[src/rtl/fft8_frame_loader.sv]
// Ping-pong frame loader in front of the 8-point FFT core: packs a serial complex
// sample stream into 8-slot banks and hands each full bank over in parallel.
module fft8_frame_loader #(
    parameter int W     = 9,
    parameter bit BITREV = 1'b0,
    parameter int CNT_W = 8
) (
    input  logic               clk,
    input  logic               rst,
    input  logic               s_valid,
    output logic               s_ready,
    input  logic [W-1:0]       s_re,
    input  logic [W-1:0]       s_im,
    input  logic               s_last,
    output logic               m_valid,
    input  logic               m_ready,
    output logic [8*W-1:0]     m_re,
    output logic [8*W-1:0]     m_im,
    output logic               frame_err,
    output logic [CNT_W-1:0]   frame_cnt
);

    localparam logic [CNT_W-1:0] CNT_ONE = CNT_W'(1);

    logic [W-1:0] bank_re [2][8];
    logic [W-1:0] bank_im [2][8];
    logic [1:0]   full;
    logic         wr_bank;
    logic         rd_bank;
    logic [2:0]   wr_idx;

    logic         accept;
    logic         handoff;
    logic [2:0]   slot;

    // Readiness looks only at the write bank, never at m_ready, so a bank being
    // released this cycle is not refilled until the next one.
    assign s_ready = !rst && !full[wr_bank];
    assign m_valid = !rst && full[rd_bank];
    assign accept  = s_valid && s_ready;
    assign handoff = m_valid && m_ready;
    assign slot    = BITREV ? {wr_idx[0], wr_idx[1], wr_idx[2]} : wr_idx;

    always_comb begin
        m_re = '0;
        m_im = '0;
        for (int j = 0; j < 8; j++) begin
            m_re[W*j +: W] = bank_re[rd_bank][j];
            m_im[W*j +: W] = bank_im[rd_bank][j];
        end
    end

    always_ff @(posedge clk) begin
        if (rst) begin
            full      <= 2'b00;
            wr_bank   <= 1'b0;
            rd_bank   <= 1'b0;
            wr_idx    <= 3'd0;
            frame_err <= 1'b0;
            frame_cnt <= '0;
            for (int b = 0; b < 2; b++) begin
                for (int j = 0; j < 8; j++) begin
                    bank_re[b][j] <= '0;
                    bank_im[b][j] <= '0;
                end
            end
        end else begin
            frame_err <= 1'b0;
            // Hand-off and completion always touch different banks.
            if (handoff) begin
                full[rd_bank] <= 1'b0;
                rd_bank       <= ~rd_bank;
                frame_cnt     <= frame_cnt + CNT_ONE;
            end
            if (accept) begin
                bank_re[wr_bank][slot] <= s_re;
                bank_im[wr_bank][slot] <= s_im;
                if (wr_idx == 3'd7) begin
                    full[wr_bank] <= 1'b1;
                    wr_bank       <= ~wr_bank;
                    wr_idx        <= 3'd0;
                    frame_err     <= !s_last;
                end else if (s_last) begin
                    wr_idx    <= 3'd0;
                    frame_err <= 1'b1;
                end else begin
                    wr_idx <= wr_idx + 3'd1;
                end
            end
        end
    end

endmodule

[config.mk]
export PLATFORM = sky130hd
export DESIGN_NAME = fft8_frame_loader
export DESIGN_NICKNAME = d
export VERILOG_FILES = /design/src/rtl/fft8_frame_loader.sv
export SDC_FILE = /design/constraint.sdc
export NUM_CORES = 1
export LEC_CHECK = 0
export CORE_UTILIZATION = 51
export DETAILED_ROUTE_END_ITERATION = 6
export GPL_TIMING_DRIVEN = 1
export PLACE_DENSITY = 0.85
export SLEW_MARGIN = 40
export SYNTH_ARGS = -nofsm -noshare
export SYNTH_HDL_FRONTEND = slang
export SYNTH_SLANG_ARGS = --single-unit
[constraint.sdc]
create_clock -name clk -period 5.55 [get_ports clk]
set_input_delay 1.11 -clock clk [delete_from_list [all_inputs] [get_ports clk]]
set_output_delay 1.11 -clock clk [all_outputs]
set_load 0.05 [all_outputs]
Word level (Yosys, flattened, before mapping)
Memories as Yosys holds them, arrays and structs flattened. A register that Yosys moved wholly into a read port is not among the register bits.
Index checks and enable logic that the tools add are counted.
Operators by class
  eq/ne operators: 1
  $lt $le $gt $ge: 6
  multiplexer cells: 33
  bitwise operators: 7
  reduce and logical (&&, ||, !) cells: 14
  $add $sub $neg: 2
Operators with widths (number)
  $mux 72: 5
  $reduce_or 72->1: 2
  $demux 9 s3: 1
  $mux 1: 18
  $mux 9: 1
  $add 8x1->8 const B: 1
  $mux 2: 4
  $logic_and 1x1->1: 7
  $mux 3: 2
  $ge 4x4->1 const B: 1
  $lt 1x2->1 const B: 2
  $lt 4x1->1 const B: 1
  $not 3->4: 1
  $add 3x1->3 const B: 1
  $eq 3x3->1 const B: 1
  $logic_not 1->1: 3
  $not 1->1: 3
  $and 2x2->2: 1
  $demux 1 s1: 2
  $ge 1x1->1 const B: 2
  $not 2->2: 1
  $or 2x2->2: 1
  $reduce_and 2->1: 1
  $reduce_or 2->1: 1
Storage, ports and cells
  output and inout port bits: 155
  memories: 2
  RAM bits: 288
  bits in registers: 16
  input bits: 23
  logic and storage cells: 71
Memories
  bank_im: depth 2, bits a word 72, read ports 1, clocked after memory_dff 1, wr ports 2, RTL line 26  | logic [W-1:0] bank_im [2][8];
  bank_re: depth 2, bits a word 72, read ports 1, clocked after memory_dff 1, wr ports 2, RTL line 25  | logic [W-1:0] bank_re [2][8];

Longest topological paths before layout
Gate-level depths: netlist of run 1.
  word-level depth: 11
  mapped depth: 5
  mapped depth without buffers: 5

Worst setup path after synthesis of run 1
OpenSTA, ideal clock, no wires.
  path type: in2reg
  from: input rst
  to: memory bank_im[0][0] (netlist bit) (enable)
  arrival time: 3.215 ns
  setup time: 0.418 ns
  data required time: 5.132 ns
  path slack: 1.917 ns
  stages on the path: 5
  path buffers: 2
  path through: nand2b_4 > buf_2 > or3_1 > buf_2 > o21ai_0
RTL lines
  from (decl): RTL line 9  | input logic rst,
  to (decl): RTL line 26

Worst setup path in the final report of run 1
  from: input rst
  to: output m_valid
On the way
  cells in the longest elaborated chain, start to end: 2
Ends and longest elaborated chain
  $logic_not 1->1: RTL line 39  | assign m_valid = !rst && full[rd_bank];
  $logic_and 1x1->1: RTL line 39
  to (decl): RTL line 15  | output logic m_valid,
No other way between the ends.

==> results of run 1 <==
-- sequential cells by signal, summed over array words and instances, names as in the netlist, named ones only --
signal	flops
wr_bank	1
bank_im	144
rd_bank	1
full	2
frame_cnt	8
bank_re	144
slot	3
frame_err	1
-- cells in the final DEF, fill, tap and decap left out, drive strengths merged, types with 4 or more instances in the layout --
| cell type | n |
|---|---|
| clkinv | 12 |
| clkdlybuf4s50 | 177 |
| nand2 | 26 |
| nor2 | 138 |
| inv | 4 |
| bufinv | 8 |
| nand3 | 4 |
| edfxtp | 288 |
| mux2 | 147 |
| clkbuf | 32 |
| dfxtp | 17 |
| buf | 18 |
| and2 | 54 |
| or3 | 10 |
| a21oi | 11 |
| o21ai | 12 |
-- through the flow --
step                      cells  area, um^2  hold WS [ps]
after floorplan             797       12500           532
after global placement     1262       14600           525
after detailed placement   1264       14600           534
after CTS                  1318       15700           544
after global routing       1321       15700           593
final                      1321       15700           548
-- power groups by stage --
stage / registers (mW) / clock network [mW] / logic (mW)
after floorplan: 2.71 / 0 / 0.370
after CTS: 2.67 / 2.17 / 0.591
after global placement: 2.71 / 0 / 0.577
after detailed placement: 2.72 / 0 / 0.587
final: 2.67 / 2.17 / 0.589
after global routing: 2.68 / 2.26 / 0.613
-- per-layer routing --
layer  global-route usage  vias to the layer above  share of wire
met5                    0                        -              0
met4               0.0495                        0          0.016
met3               0.0373                       42          0.081
met2                0.416                      359           0.50
li1                     -                     3303              -
met1                0.317                     3717           0.40
-- final timing paths --
check                                 endpoint  slack [ps]  cells past startpoint
worst max-delay path                   m_valid        1430                      3
worst min-delay path              frame_cnt[3]         550                      1
worst max register to register  bank_im[1][56]        2780                      3
worst min register to register    frame_cnt[3]         550                      1
-- area by class of cell --
cell class                      count  share of cell area
Clock buffer                       32              0.0469
Clock inverter                     22              0.0199
Inverter                            3            0.000716
Multi-Input combinational cell    445               0.213
Sequential cell                   305               0.572
Tap cell                          319              0.0254
Timing Repair Buffer              195               0.122
-- cells by family (layout without fill, tap and decap cells) --
| family | Yosys count | in the layout |
|---|---|---|
| flip-flops | 305 | 305 |
| AND/OR/NAND/NOR | 251 | 251 |
| multiplexers | 150 | 150 |
| buffers and inverters | 47 | 252 |
| AO/OA/AOI/OAI | 40 | 40 |
| adder cells (fa/ha/maj) | 3 | 3 |
| XOR/XNOR | 1 | 1 |
==> flow_summary.yaml, run 1 <==
status:
  outcome: "completed"
floorplan:
  core-area_um2: 23800
  placementRows: 56
  dieArea_um2: 25100
  die_h_um: 159
  ios: 178
  start_util: 0.526
  die_width_um: 159
synth:
  yosys-top-cells-area: "edfxtp_1, mux2_2, nor2_1, dfxtp_1, and2_1"
  ys_warn_count: 0
  synth_compound_area_frac: 0.0233
  synthesis.area_um2: 12500
  synth_mux_area_frac: 0.135
  synthTopCellsByCount: "edfxtp_1, mux2_2, nor2_1"
  synth.largest_area_cell: "edfxtp_1"
  synth_async_sr_flop_share: 0
  synth_cell_type_count: 42
  synth-simple-area-share: 0.0997
  ys_seq_area_frac: 0.719
  syn_area_per_cell_um2: 15.7
  syn_nets: 823
  synth_top_family_by_area: "multiplexers"
  synth-adder-area-share: 0.00300
  post-synth-top-count-cell: "edfxtp_1"
  ys.flop_type: "edfxtp_1"
  synth-edff-count: 288
  ys_seq_elements: 305
  synth_xor_xnor_area_share: 0.000701
  synth.top_cell.area_share: 0.692
  syn_inst: 797
power:
  power_density_nw_per_um2: 345
  totalPowerFinal_mw: 5.43
  p_int_mw: 4.15
  p_leak_nw: 5.54
  pwr-share-comb: 0.109
  peakVddDrop_uv: 261
  swShare: 0.235
  p_seq_frac: 0.493
  switchingPower_mw: 1.28
  power_frac_clock: 0.399
routing:
  drtPass1Iterations: 4
  drt_iter0_drc: 565
  ant_nets: 0
  drt-vias-per-instance: 5.62
  wl_per_cell_um: 22.3
  drc: 0
  vias: 7421
  drt-total-wl_um: 29400
worst_setup_path:
  cp_max_fo: 14
  path_class: "in -> out"
  timing.rr.start: "slot[0]"
  critical_path.max_stage_delay_ps: 860
  crit_slowest_cell: "clkdlybuf4s50_1"
  critical_path_required_ps: 4440
  critPathLaunch: "rst"
  crit_buf_inv: 2
  startpoint_type: "input port"
  crit_path_frequent_cell: "clkdlybuf4s50_1"
  crit_family: "buffers and inverters"
  cp.arrival_ps: 3010
  worstSetupEndpointType: "output port"
  cp_cell_sequence: "clkdlybuf4s50_1 -> nor2_1 -> clkdlybuf4s50_1"
clock_network:
  clock-sinks: 305
  cts_tree: "done"
  htree_levels: 1
  cts_resized: 0
  holdBufCountCts: 0
  clk_pin_slew_ps: 60
  post_cts_buffers: 0
  clock_tree.buffer_depth: 3
  cts_buffers: 29
  clk_latency_ps: 540
  root_buffer: "clkbuf_16"
grt:
  grt_max_degree: 66
  track_usage: 0.239
  grt_overflow: 0
  grt_pass1_wl_um: 43500
  antenna_found_initial: 1
  first_global_vias: 7240
timing:
  tns_ps: 0
  worst_pin_slew_ps: 754
  finalSetupViolations: 0
  fmax_mhz: 243
  min_period_over_period: 0.743
  setup_ws_ps: 1430
  max_slew_margin: 0.496
  slew_viol_final: 0
  finalHoldViolations: 0
  rsz0062_at_grt: "no"
  clock_skew_ps: 6.73
  period_needed_ps: 4120
cells_and_area:
  fillers: 1623
  n_antenna_cell: 0
  final_core_util: 0.662
  nets: 1005
  areaGrowthSynthToFinish_pct: 25.8
  seqCellArea_um2: 8990
  multi_input_area_um2: 3350
  layout-drive-gt1-share: 0.259
worst_hold_path:
  worst_hold_startpoint: "frame_cnt[3]"
  hold_class: "reg -> reg"
placement:
  portBuffers: 177
  preCtsSetupSlack_ps: 1470
  hpwl_um: 19500
  routabilityCongestion: 0.833
job:
  max_cap_viol_count: 0
Note: power is estimated with default switching activity, not from simulation.
==> inputs of run 2 (changes only) <==
Settings changed: CORE_UTILIZATION 51 to 49, PLACE_DENSITY 0.85 to 0.86.
Clock period 5.55 ns to 3.4 ns, I/O delays scaled along.
==> flow_summary.yaml, run 2 (synthesis gave the netlist of run 1 again) <==
clock_network:
  cts_resized: 0
  clk_pin_slew_ps: 60
  cts_tree: "done"
  post_cts_buffers: 0
  clk_latency_ps: 550
  htree_levels: 1
  cts_buffers: 30
  clock_tree.buffer_depth: 3
  root_buffer: "clkbuf_16"
  holdBufCountCts: 0
  clock-sinks: 305
worst_setup_path:
  regToRegEndpoint: "bank_im[1][30]"
  worstSetupEndpointType: "output port"
  worstRegToRegCells: 4
  critical_path_required_ps: 2720
  crit_path_end: "m_re[44]"
  cp.arrival_ps: 2580
  rrSetupSlack_ps: 950
  cp_max_fo: 40
  startpoint_type: "register"
  timing.rr.start: "slot[2]"
  path_class: "reg -> out"
grt:
  antenna_found_initial: 0
  grt_max_degree: 41
  first_global_vias: 7380
  track_usage: 0.227
  grt_overflow: 0
  grt_pass1_wl_um: 43900
routing:
  drt-vias-per-instance: 5.54
  drt_iter0_drc: 653
  drt-total-wl_um: 29200
  vias: 7436
  drtPass1Iterations: 4
  ant_nets: 0
  drc: 0
  wl_per_cell_um: 21.7
timing:
  worst_pin_slew_ps: 741
  finalSetupViolations: 0
  finalHoldViolations: 0
  fmax_mhz: 307
  worst_hold_slack_ps: 549
  period_needed_ps: 3260
  rsz0062_at_grt: "no"
  slew_viol_final: 0
  min_period_over_period: 0.959
  tns_ps: 0
  setup_ws_ps: 140
  max_slew_margin: 0.506
  clock_skew_ps: 17.4
power:
  peakVddDrop_uv: 290
  power_density_nw_per_um2: 551
  p_leak_nw: 5.55
  totalPowerFinal_mw: 8.68
placement:
  placed_area_um2: 14700
  dp_cells: 1287
  portBuffers: 177
  preCtsSetupSlack_ps: 523
  routabilityCongestion: 0.849
  hpwl_um: 19700
floorplan:
  die_h_um: 162
  start_util: 0.498
  ios: 178
  die_width_um: 162
  placementRows: 58
  dieArea_um2: 26200
  core-area_um2: 25100
cells_and_area:
  final_common_cell: "edfxtp_1"
  fillers: 1802
  areaGrowthSynthToFinish_pct: 26.0
  reg_top3: "bank_im (144), bank_re (144), frame_cnt (8)"
  fin_area_um2: 15800
  final_cell_count_no_fill: 1343
  final_cell_mix: "edfxtp_1, clkdlybuf4s50_1, mux2_2"
  final_core_util: 0.627
  nets: 1015
  layout-drive-gt1-share: 0.268
  n_antenna_cell: 0
job:
  max_cap_viol_count: 0
status:
  outcome: "completed"
worst_hold_path:
  hold_class: "reg -> reg"
## run 2: cell types whose count changed in the layout (fill, tap and decap cells not counted), moves of 2 or more
cell and change:
clkbuf_1 -2, buf_12 +3, o21ai_2 +2, clkbuf_16 +2, a21oi_2 +2, clkdlybuf4s50_1 -2, o21ai_4 -3, buf_4 +9
bufinv_16 -4, a21oi_4 -2, clkinvlp_4 +6
## run 2: worst min path at each step
stage	startpoint	cells past startpoint	endpoint
floorplan	full[1]	2	full[1]
global placement	frame_cnt[4]	1	frame_cnt[4]
detailed placement	frame_cnt[4]	1	frame_cnt[4]
CTS	frame_cnt[4]	1	frame_cnt[4]
global route	frame_cnt[3]	1	frame_cnt[3]
finish	frame_cnt[4]	1	frame_cnt[4]
## run 2: area by class of cell
| class | count | area (um^2) | share of cell area |
|---|---|---|---|
| Sequential cell | 305 | 8990 | 0.571 |
| Multi-Input combinational cell | 445 | 3300 | 0.210 |
| Timing Repair Buffer | 204 | 2020 | 0.128 |
| Clock buffer | 32 | 779 | 0.0495 |
| Tap cell | 330 | 413 | 0.0262 |
| Clock inverter | 24 | 233 | 0.0148 |
| Inverter | 3 | 11.3 | 0.000715 |
## run 2: routing by layer
metal | vias to the layer above | wire length, um | global-route usage
li1 | 3313 | - | -
met1 | 3706 | 11500 | 0.301
met2 | 368 | 14500 | 0.382
met3 | 49 | 2410 | 0.0360
met4 | 0 | 753 | 0.0755
met5 | - | 0 | 0
## run 2: where the power goes
group | switching, mW | total [mW] | internal (mW) | leakage, nW
Combinational | 0.654 | 0.956 | 0.302 | 1.99
Clock | 1.40 | 3.36 | 1.96 | 0.484
Sequential | 0.0549 | 4.37 | 4.31 | 3.08
Total | 2.11 | 8.68 | 6.58 | 5.55
## run 2: worst max-delay path: stages (launching register included)
cell	delay (ps)
dfxtp_4	580
buf_12	290
mux2_2	390
clkdlybuf4s50_1	710
